[src/rtl/command_receiver.sv]
// Receive-side command parser: checks preamble/SFD, destination, type and CRC-32, then stages
// payload bytes and commits them on a good frame. Define RX_BROADCAST_EN to also accept ff:ff:ff:ff:ff:ff.
module command_receiver #(
    parameter logic [15:0] ETHERTYPE = 16'h88B6,
    parameter int          CMD_BYTES = 64
) (
    input  logic        clk,
    input  logic        reset_n,
    input  logic [7:0]  rx_data,
    input  logic [1:0]  rx_ctl,
    input  logic [47:0] mac_addr,
    output logic [5:0]  cmd_addr,
    output logic [7:0]  cmd_data,
    output logic        cmd_wen,
    output logic        cmd_commit,
    output logic [15:0] frame_count,
    output logic [15:0] drop_count
);

    localparam logic [31:0] CRC_POLY = 32'h04C1_1DB7;
    localparam logic [31:0] CRC_INIT = 32'hFFFF_FFFF;
    localparam logic [6:0]  WR_LIMIT = 7'(CMD_BYTES);

    typedef enum logic [2:0] {
        IDLE, PREAMBLE, DEST, SRC, TYPE, PAYLOAD, DROP, CHECK
    } state_t;

    state_t      state;
    logic [3:0]  idx;
    logic        dest_hit;
    logic [31:0] crc;
    logic [2:0]  fill;
    logic [6:0]  wr_cnt;
    logic [7:0]  dl [4];
    logic [7:0]  type_hi;

    logic        byte_vld;
    logic        rx_err;
    logic        rx_idle;
    logic [47:0] mac_sh;
    logic        dest_hit_nx;
    logic        dest_any_nx;
    logic        fcs_ok;
`ifdef RX_BROADCAST_EN
    logic        bcast_hit;
    logic        bcast_hit_nx;
`endif

    function automatic logic [31:0] crc_byte(input logic [31:0] c, input logic [7:0] d);
        logic [31:0] r;
        r = c;
        for (int i = 7; i >= 0; i--) begin
            if (r[31] ^ d[i]) r = {r[30:0], 1'b0} ^ CRC_POLY;
            else              r = {r[30:0], 1'b0};
        end
        return r;
    endfunction

    always_comb begin
        byte_vld    = (rx_ctl == 2'b11);
        rx_err      = (rx_ctl == 2'b01) || (rx_ctl == 2'b10);
        rx_idle     = (rx_ctl == 2'b00);
        mac_sh      = mac_addr << {idx, 3'b000};
        dest_hit_nx = dest_hit && (rx_data == mac_sh[47:40]);
`ifdef RX_BROADCAST_EN
        bcast_hit_nx = bcast_hit && (rx_data == 8'hFF);
        dest_any_nx  = dest_hit_nx || bcast_hit_nx;
`else
        dest_any_nx  = dest_hit_nx;
`endif
        // The four bytes still in the delay line are the received FCS.
        fcs_ok = (~crc == {dl[0], dl[1], dl[2], dl[3]});
    end

    always_ff @(posedge clk or negedge reset_n) begin
        if (!reset_n) begin
            state       <= IDLE;
            idx         <= 4'd0;
            dest_hit    <= 1'b0;
`ifdef RX_BROADCAST_EN
            bcast_hit   <= 1'b0;
`endif
            crc         <= CRC_INIT;
            fill        <= 3'd0;
            wr_cnt      <= 7'd0;
            cmd_addr    <= 6'd0;
            cmd_data    <= 8'd0;
            cmd_wen     <= 1'b0;
            cmd_commit  <= 1'b0;
            frame_count <= 16'd0;
            drop_count  <= 16'd0;
        end else begin
            cmd_wen    <= 1'b0;
            cmd_commit <= 1'b0;
            if (rx_err && state != IDLE && state != DROP && state != CHECK) begin
                state      <= DROP;
                drop_count <= drop_count + 16'd1;
            end else begin
                case (state)
                    IDLE: begin
                        if (byte_vld) state <= (rx_data == 8'h55) ? PREAMBLE : DROP;
                    end
                    PREAMBLE: begin
                        if (rx_idle) begin
                            state <= IDLE;
                        end else if (byte_vld && rx_data == 8'hD5) begin
                            state     <= DEST;
                            idx       <= 4'd0;
                            dest_hit  <= 1'b1;
`ifdef RX_BROADCAST_EN
                            bcast_hit <= 1'b1;
`endif
                            crc       <= CRC_INIT;
                            fill      <= 3'd0;
                            wr_cnt    <= 7'd0;
                            cmd_addr  <= 6'd0;
                        end else if (byte_vld && rx_data != 8'h55) begin
                            state <= DROP;
                        end
                    end
                    DEST, SRC, TYPE: begin
                        if (rx_idle) begin
                            state      <= IDLE;
                            drop_count <= drop_count + 16'd1;
                        end else if (byte_vld) begin
                            crc <= crc_byte(crc, rx_data);
                            idx <= idx + 4'd1;
                            if (state == DEST) begin
                                dest_hit  <= dest_hit_nx;
`ifdef RX_BROADCAST_EN
                                bcast_hit <= bcast_hit_nx;
`endif
                                // Foreign destinations are dropped silently.
                                if (!dest_any_nx)      state <= DROP;
                                else if (idx == 4'd5) begin
                                    state <= SRC;
                                    idx   <= 4'd0;
                                end
                            end else if (state == SRC) begin
                                if (idx == 4'd5) begin
                                    state <= TYPE;
                                    idx   <= 4'd0;
                                end
                            end else if (idx == 4'd1) begin
                                state <= ({type_hi, rx_data} == ETHERTYPE) ? PAYLOAD : DROP;
                            end
                        end
                    end
                    PAYLOAD: begin
                        if (rx_idle) begin
                            state <= CHECK;
                        end else if (byte_vld) begin
                            if (fill == 3'd4) begin
                                crc <= crc_byte(crc, dl[0]);
                                if (wr_cnt < WR_LIMIT) begin
                                    cmd_wen  <= 1'b1;
                                    cmd_data <= dl[0];
                                    cmd_addr <= wr_cnt[5:0];
                                    wr_cnt   <= wr_cnt + 7'd1;
                                end
                            end else begin
                                fill <= fill + 3'd1;
                            end
                        end
                    end
                    CHECK: begin
                        if (fill == 3'd4 && wr_cnt != 7'd0 && fcs_ok) begin
                            cmd_commit  <= 1'b1;
                            frame_count <= frame_count + 16'd1;
                        end else begin
                            drop_count <= drop_count + 16'd1;
                        end
                        // A single idle gap means the next preamble may already be arriving.
                        state <= (byte_vld && rx_data == 8'h55) ? PREAMBLE : IDLE;
                    end
                    DROP: begin
                        if (rx_idle) state <= IDLE;
                    end
                    default: state <= IDLE;
                endcase
            end
        end
    end

    always_ff @(posedge clk) begin
        if (state == PAYLOAD && byte_vld) begin
            dl[0] <= dl[1];
            dl[1] <= dl[2];
            dl[2] <= dl[3];
            dl[3] <= rx_data;
        end
        if (state == TYPE && byte_vld && idx == 4'd0) type_hi <= rx_data;
    end

endmodule

[config.mk]
export PLATFORM = sky130hd
export DESIGN_NAME = command_receiver
export DESIGN_NICKNAME = d
export VERILOG_FILES = /design/src/rtl/command_receiver.sv
export SDC_FILE = /design/constraint.sdc
export NUM_CORES = 1
export LEC_CHECK = 0
export ABC_AREA = 1
export BUFFER_PORTS_ARGS = -buffer_cell sky130_fd_sc_hd__buf_2
export CORE_ASPECT_RATIO = 0.9
export CORE_UTILIZATION = 30
export DETAILED_ROUTE_END_ITERATION = 6
export PLACE_DENSITY = 0.56
export SYNTH_ARGS = -nofsm -noshare
export SYNTH_HDL_FRONTEND = slang
export SYNTH_SLANG_ARGS = --single-unit
[constraint.sdc]
create_clock -name clk -period 3.5 [get_ports clk]
set_input_delay 0.175 -clock clk [delete_from_list [all_inputs] [get_ports clk]]
set_output_delay 0.175 -clock clk [all_outputs]
set_load 0.02 [all_outputs]
==> key figures <==
Outcome
  – Status: finished, final reports clean

Worst setup path
  – R2R setup slack: 770 ps
  – Worst path cell trace: inv_1 > nand2_1 > nand2_1 > inv_1 > ha_1 > nand3_1 > nor3_2 > nand4_1 > nor2_1 > nand2_2 > inv_1 > nand4_1 > nor2_1 > nand2_1 > xor2_1
  – Worst Setup End Kind: flop
  – Worst reg2reg path startpoint: crc[29]
  – Crit-path max FO: 7
  – Worst endpoint required time: 3820 ps
  – R2r endpoint: frame_count[12]
  – Crit path launch type: flop
  – Worst path max stage delay: 540 ps
  – Critical path's slowest cell: dfstp_2
  – Type of the worst setup path: reg2reg
  – Arr. time, crit path: 3050 ps
  – R2R cell count: 15

Synthesis
  – Sequential share of the synthesized area: 39.9%
  – Synth unique cells: 58
  – Syn avg cell area: 8.06 sq um
  – Post-Syn Nets: 1222
  – Post-synth EDFFs: 40
  – Synth Register Bits: 138
  – Synth top area share: 17.9%
  – Synthesized cell area: 9250 sq um
  – Synth cell count leaders: nand2_1 (270), inv_1 (135), xor2_1 (98)
  – Syn. warnings: 0
  – Most used DFF post-synth: dfrtp_1
  – Area leader, netlist: dfrtp_1
  – Asr flop ratio synth: 71.0%
  – Largest cells by area after synthesis: dfrtp_1 (18%), edfxtp_1 (13%), nand2_1 (11%), xor2_1 (9.3%), dfstp_2 (9.1%)
  – Top-count cell post-synth: nand2_1
  – Syn Inst Count: 1148

Layout
  – Final core occ: 36.0%
  – Inserted Diodes: 0
  – Area Growth Syn to Fin: 17.1%
  – Nets@finish: 1338
  – Share of post-route cells with drive strength above 1: 19.8%

STA
  – Max-slew violations: 0
  – Crit share post-route: 78.1%
  – Worst Skew: 8.81 ps
  – Rel. slew slack: 34.5%
  – Tmin final: 2730 ps
  – Sum Neg Setup Slack: 0 ps
  – Unrepaired setup endpoints after global routing: false
  – Setup violations, final: 0
  – Max Fclk: 366 MHz
  – Slew of the pin with the lowest slew margin: 980 ps
  – Final hold violation count: 0

Placement
  – Placer Congestion: 0.912
  – HPWL after DPL: 20400 microns
  – Port Buf Inserts: 107

CTS
  – Clock Latency Late Sink: 430 ps
  – Clock Path Buffers: 2
  – Clock transition at path regs: 60 ps
  – Sink Count: 138
  – H-tree levels: 4
  – Root Driver: clkbuf_16
  – CTS tree: done
  – CTS Buf Count: 17

Pwr
  – Sw power: 4.29 mW
  – Sequential share of power: 27.6%
  – Power share of the clock group: 18.9%
  – Worst VDD drop: 412 uV
  – P_leak: 5.10 nW
  – Comb power frac: 53.5%
  – Power per cell area: 838 nW/um^2
  – Int Power: 4.77 mW
  – Sw frac: 47.4%

Route
  – Vias: 8165
  – Initial drt markers: 626
  – Vias per Instance: 4.86
  – First-pass DRT Iterations: 5
  – Routed Antenna Nets: 0
  – DRT Wirelength: 26900 microns
  – WL per Instance: 16.0 microns
  – DRC Markers: 0

Hold path
  – Min-delay src: rx_data[4]
  – Worst Hold Class: in2reg
  – WHS Endpoint: dl[3][4]
  – Hold Path Stages: 1

Flow run
  – Max-Cap Viols: 0

GRT
  – GR Overflow Total: 0
  – Vias in the first global route: 7829
  – Total GRT Usage: 17.5%
  – First-pass GRT wire length: 43000 microns
  – Initial antenna violation count: 0
  – Largest net degree at the start of global routing: 54

Floorplanning
  – Initial core utilization: 30.7%
  – Core footprint: 30100 sq um
  – Die W: 187 microns
  – Placement Rows: 60
  – I/O Pins: 108
  – Full die area: 31500 sq um
  – Die Height: 169 microns
-- cells in the final DEF (no fill, tap or decap), types with 3 or more instances in the layout --
cell type	count
nor4_1	10
mux2_2	5
xnor2_1	41
dfstp_2	32
o21ai_0	68
nor2_2	3
inv_2	9
buf_4	12
xor2_1	98
o22ai_1	4
nor3_2	5
edfxtp_1	40
dfrtp_1	66
xor2_2	3
a22oi_1	5
clkbuf_16	18
a31oi_1	4
nand2_1	270
clkinv_4	5
ha_1	14
or2_2	19
nor3_1	17
nand4_1	22
buf_2	106
nor2_1	91
o21ai_1	5
xnor2_2	4
xor2_4	3
inv_6	4
nand2_2	13
a21oi_1	28
a32oi_1	9
nand3_1	67
inv_1	135
a211oi_1	4
clkbuf_1	3
-- how the worst max path moves through the flow --
stage	startpoint	endpoint	slack, ps	depth (start not counted)
global placement	state[2]	cmd_data[5]	780	9
floorplan	state[1]	dl[0][0]	650	5
global route	crc[29]	frame_count[7]	540	14
finish	crc[29]	frame_count[12]	770	15
detailed placement	crc[29]	frame_count[12]	800	15
CTS	state[2]	cmd_data[5]	790	8
-- metrics by stage --
step | power (mW) | instances | hold WS [ps] | area, sq um | worst slack, ps
detailed placement | 7.30 | 1647 | 313 | 10300 | 801
CTS | 9.07 | 1680 | 2.47 | 10800 | 789
global route | 9.76 | 1680 | 10.2 | 10800 | 543
floorplan | 6.08 | 1148 | -121 | 9250 | 654
global placement | 7.26 | 1647 | 298 | 10300 | 783
finish | 9.07 | 1680 | 16.8 | 10800 | 766
-- logic make-up (layout without fill, tap and decap cells) --
logic type	Yosys count	after routing	share of synthesized area [%]
AOI/OAI and AO/OA	144	144	9.32
xor gates and xnor gates	149	149	15.3
adders and majority gates	14	14	1.89
buffers and inverters	169	298	7.55
DFF	138	138	39.9
muxes	5	5	0.609
and+or+nand+nor	529	529	25.4
-- power by group through the flow --
stage                     clock network, mW  registers (mW)  logic, mW
after global routing                   1.83            2.55       5.38
after floorplan                           0            2.44       3.65
after global placement                    0            2.51       4.75
final                                  1.72            2.51       4.85
after detailed placement                  0            2.52       4.78
after CTS                              1.76            2.49       4.81
-- metal layers --
layer	global-route usage (%)	up-vias	wire length, microns
met2	27.6	246	12100
met4	4.95	0	451
met1	24.1	3915	12800
met5	0	-	0
met3	3.65	28	1560
li1	-	3976	-
-- flip-flops by register name (all words and copies together) (netlist names) --
name,cells
dest_hit,1
cmd_wen,1
cmd_commit,1
idx,4
frame_count,16
state,3
type_hi,8
cmd_data,8
dl,32
cmd_addr,6
fill,3
crc,32
wr_cnt,7
drop_count,16
-- cell type report --
cell class,instances,area [sq um]
Inverter,146,558
Clock buffer,22,475
Tap cell,403,504
Fill cell,3162,19300
Timing Repair Buffer,120,651
Sequential cell,138,3690
Clock inverter,10,82.6
Multi-Input combinational cell,841,4860
-- critical path: cells and delay by family (launching register included) --
| family | cells | cell delay [ps] |
|---|---|---|
| DFF | 1 | 540 |
| adders and majority gates | 1 | 160 |
| xor gates and xnor gates | 1 | 140 |
| and+or+nand+nor | 10 | 1430 |
| buffers and inverters | 3 | 340 |
-- timing repair --
action | CTS | global route
hold endpoints to repair | 20 | 0
setup buffers | 0 | 0
gates resized for setup | 0 | 0
hold buffers | 1 | 0
(Power assumes the default switching activity.)
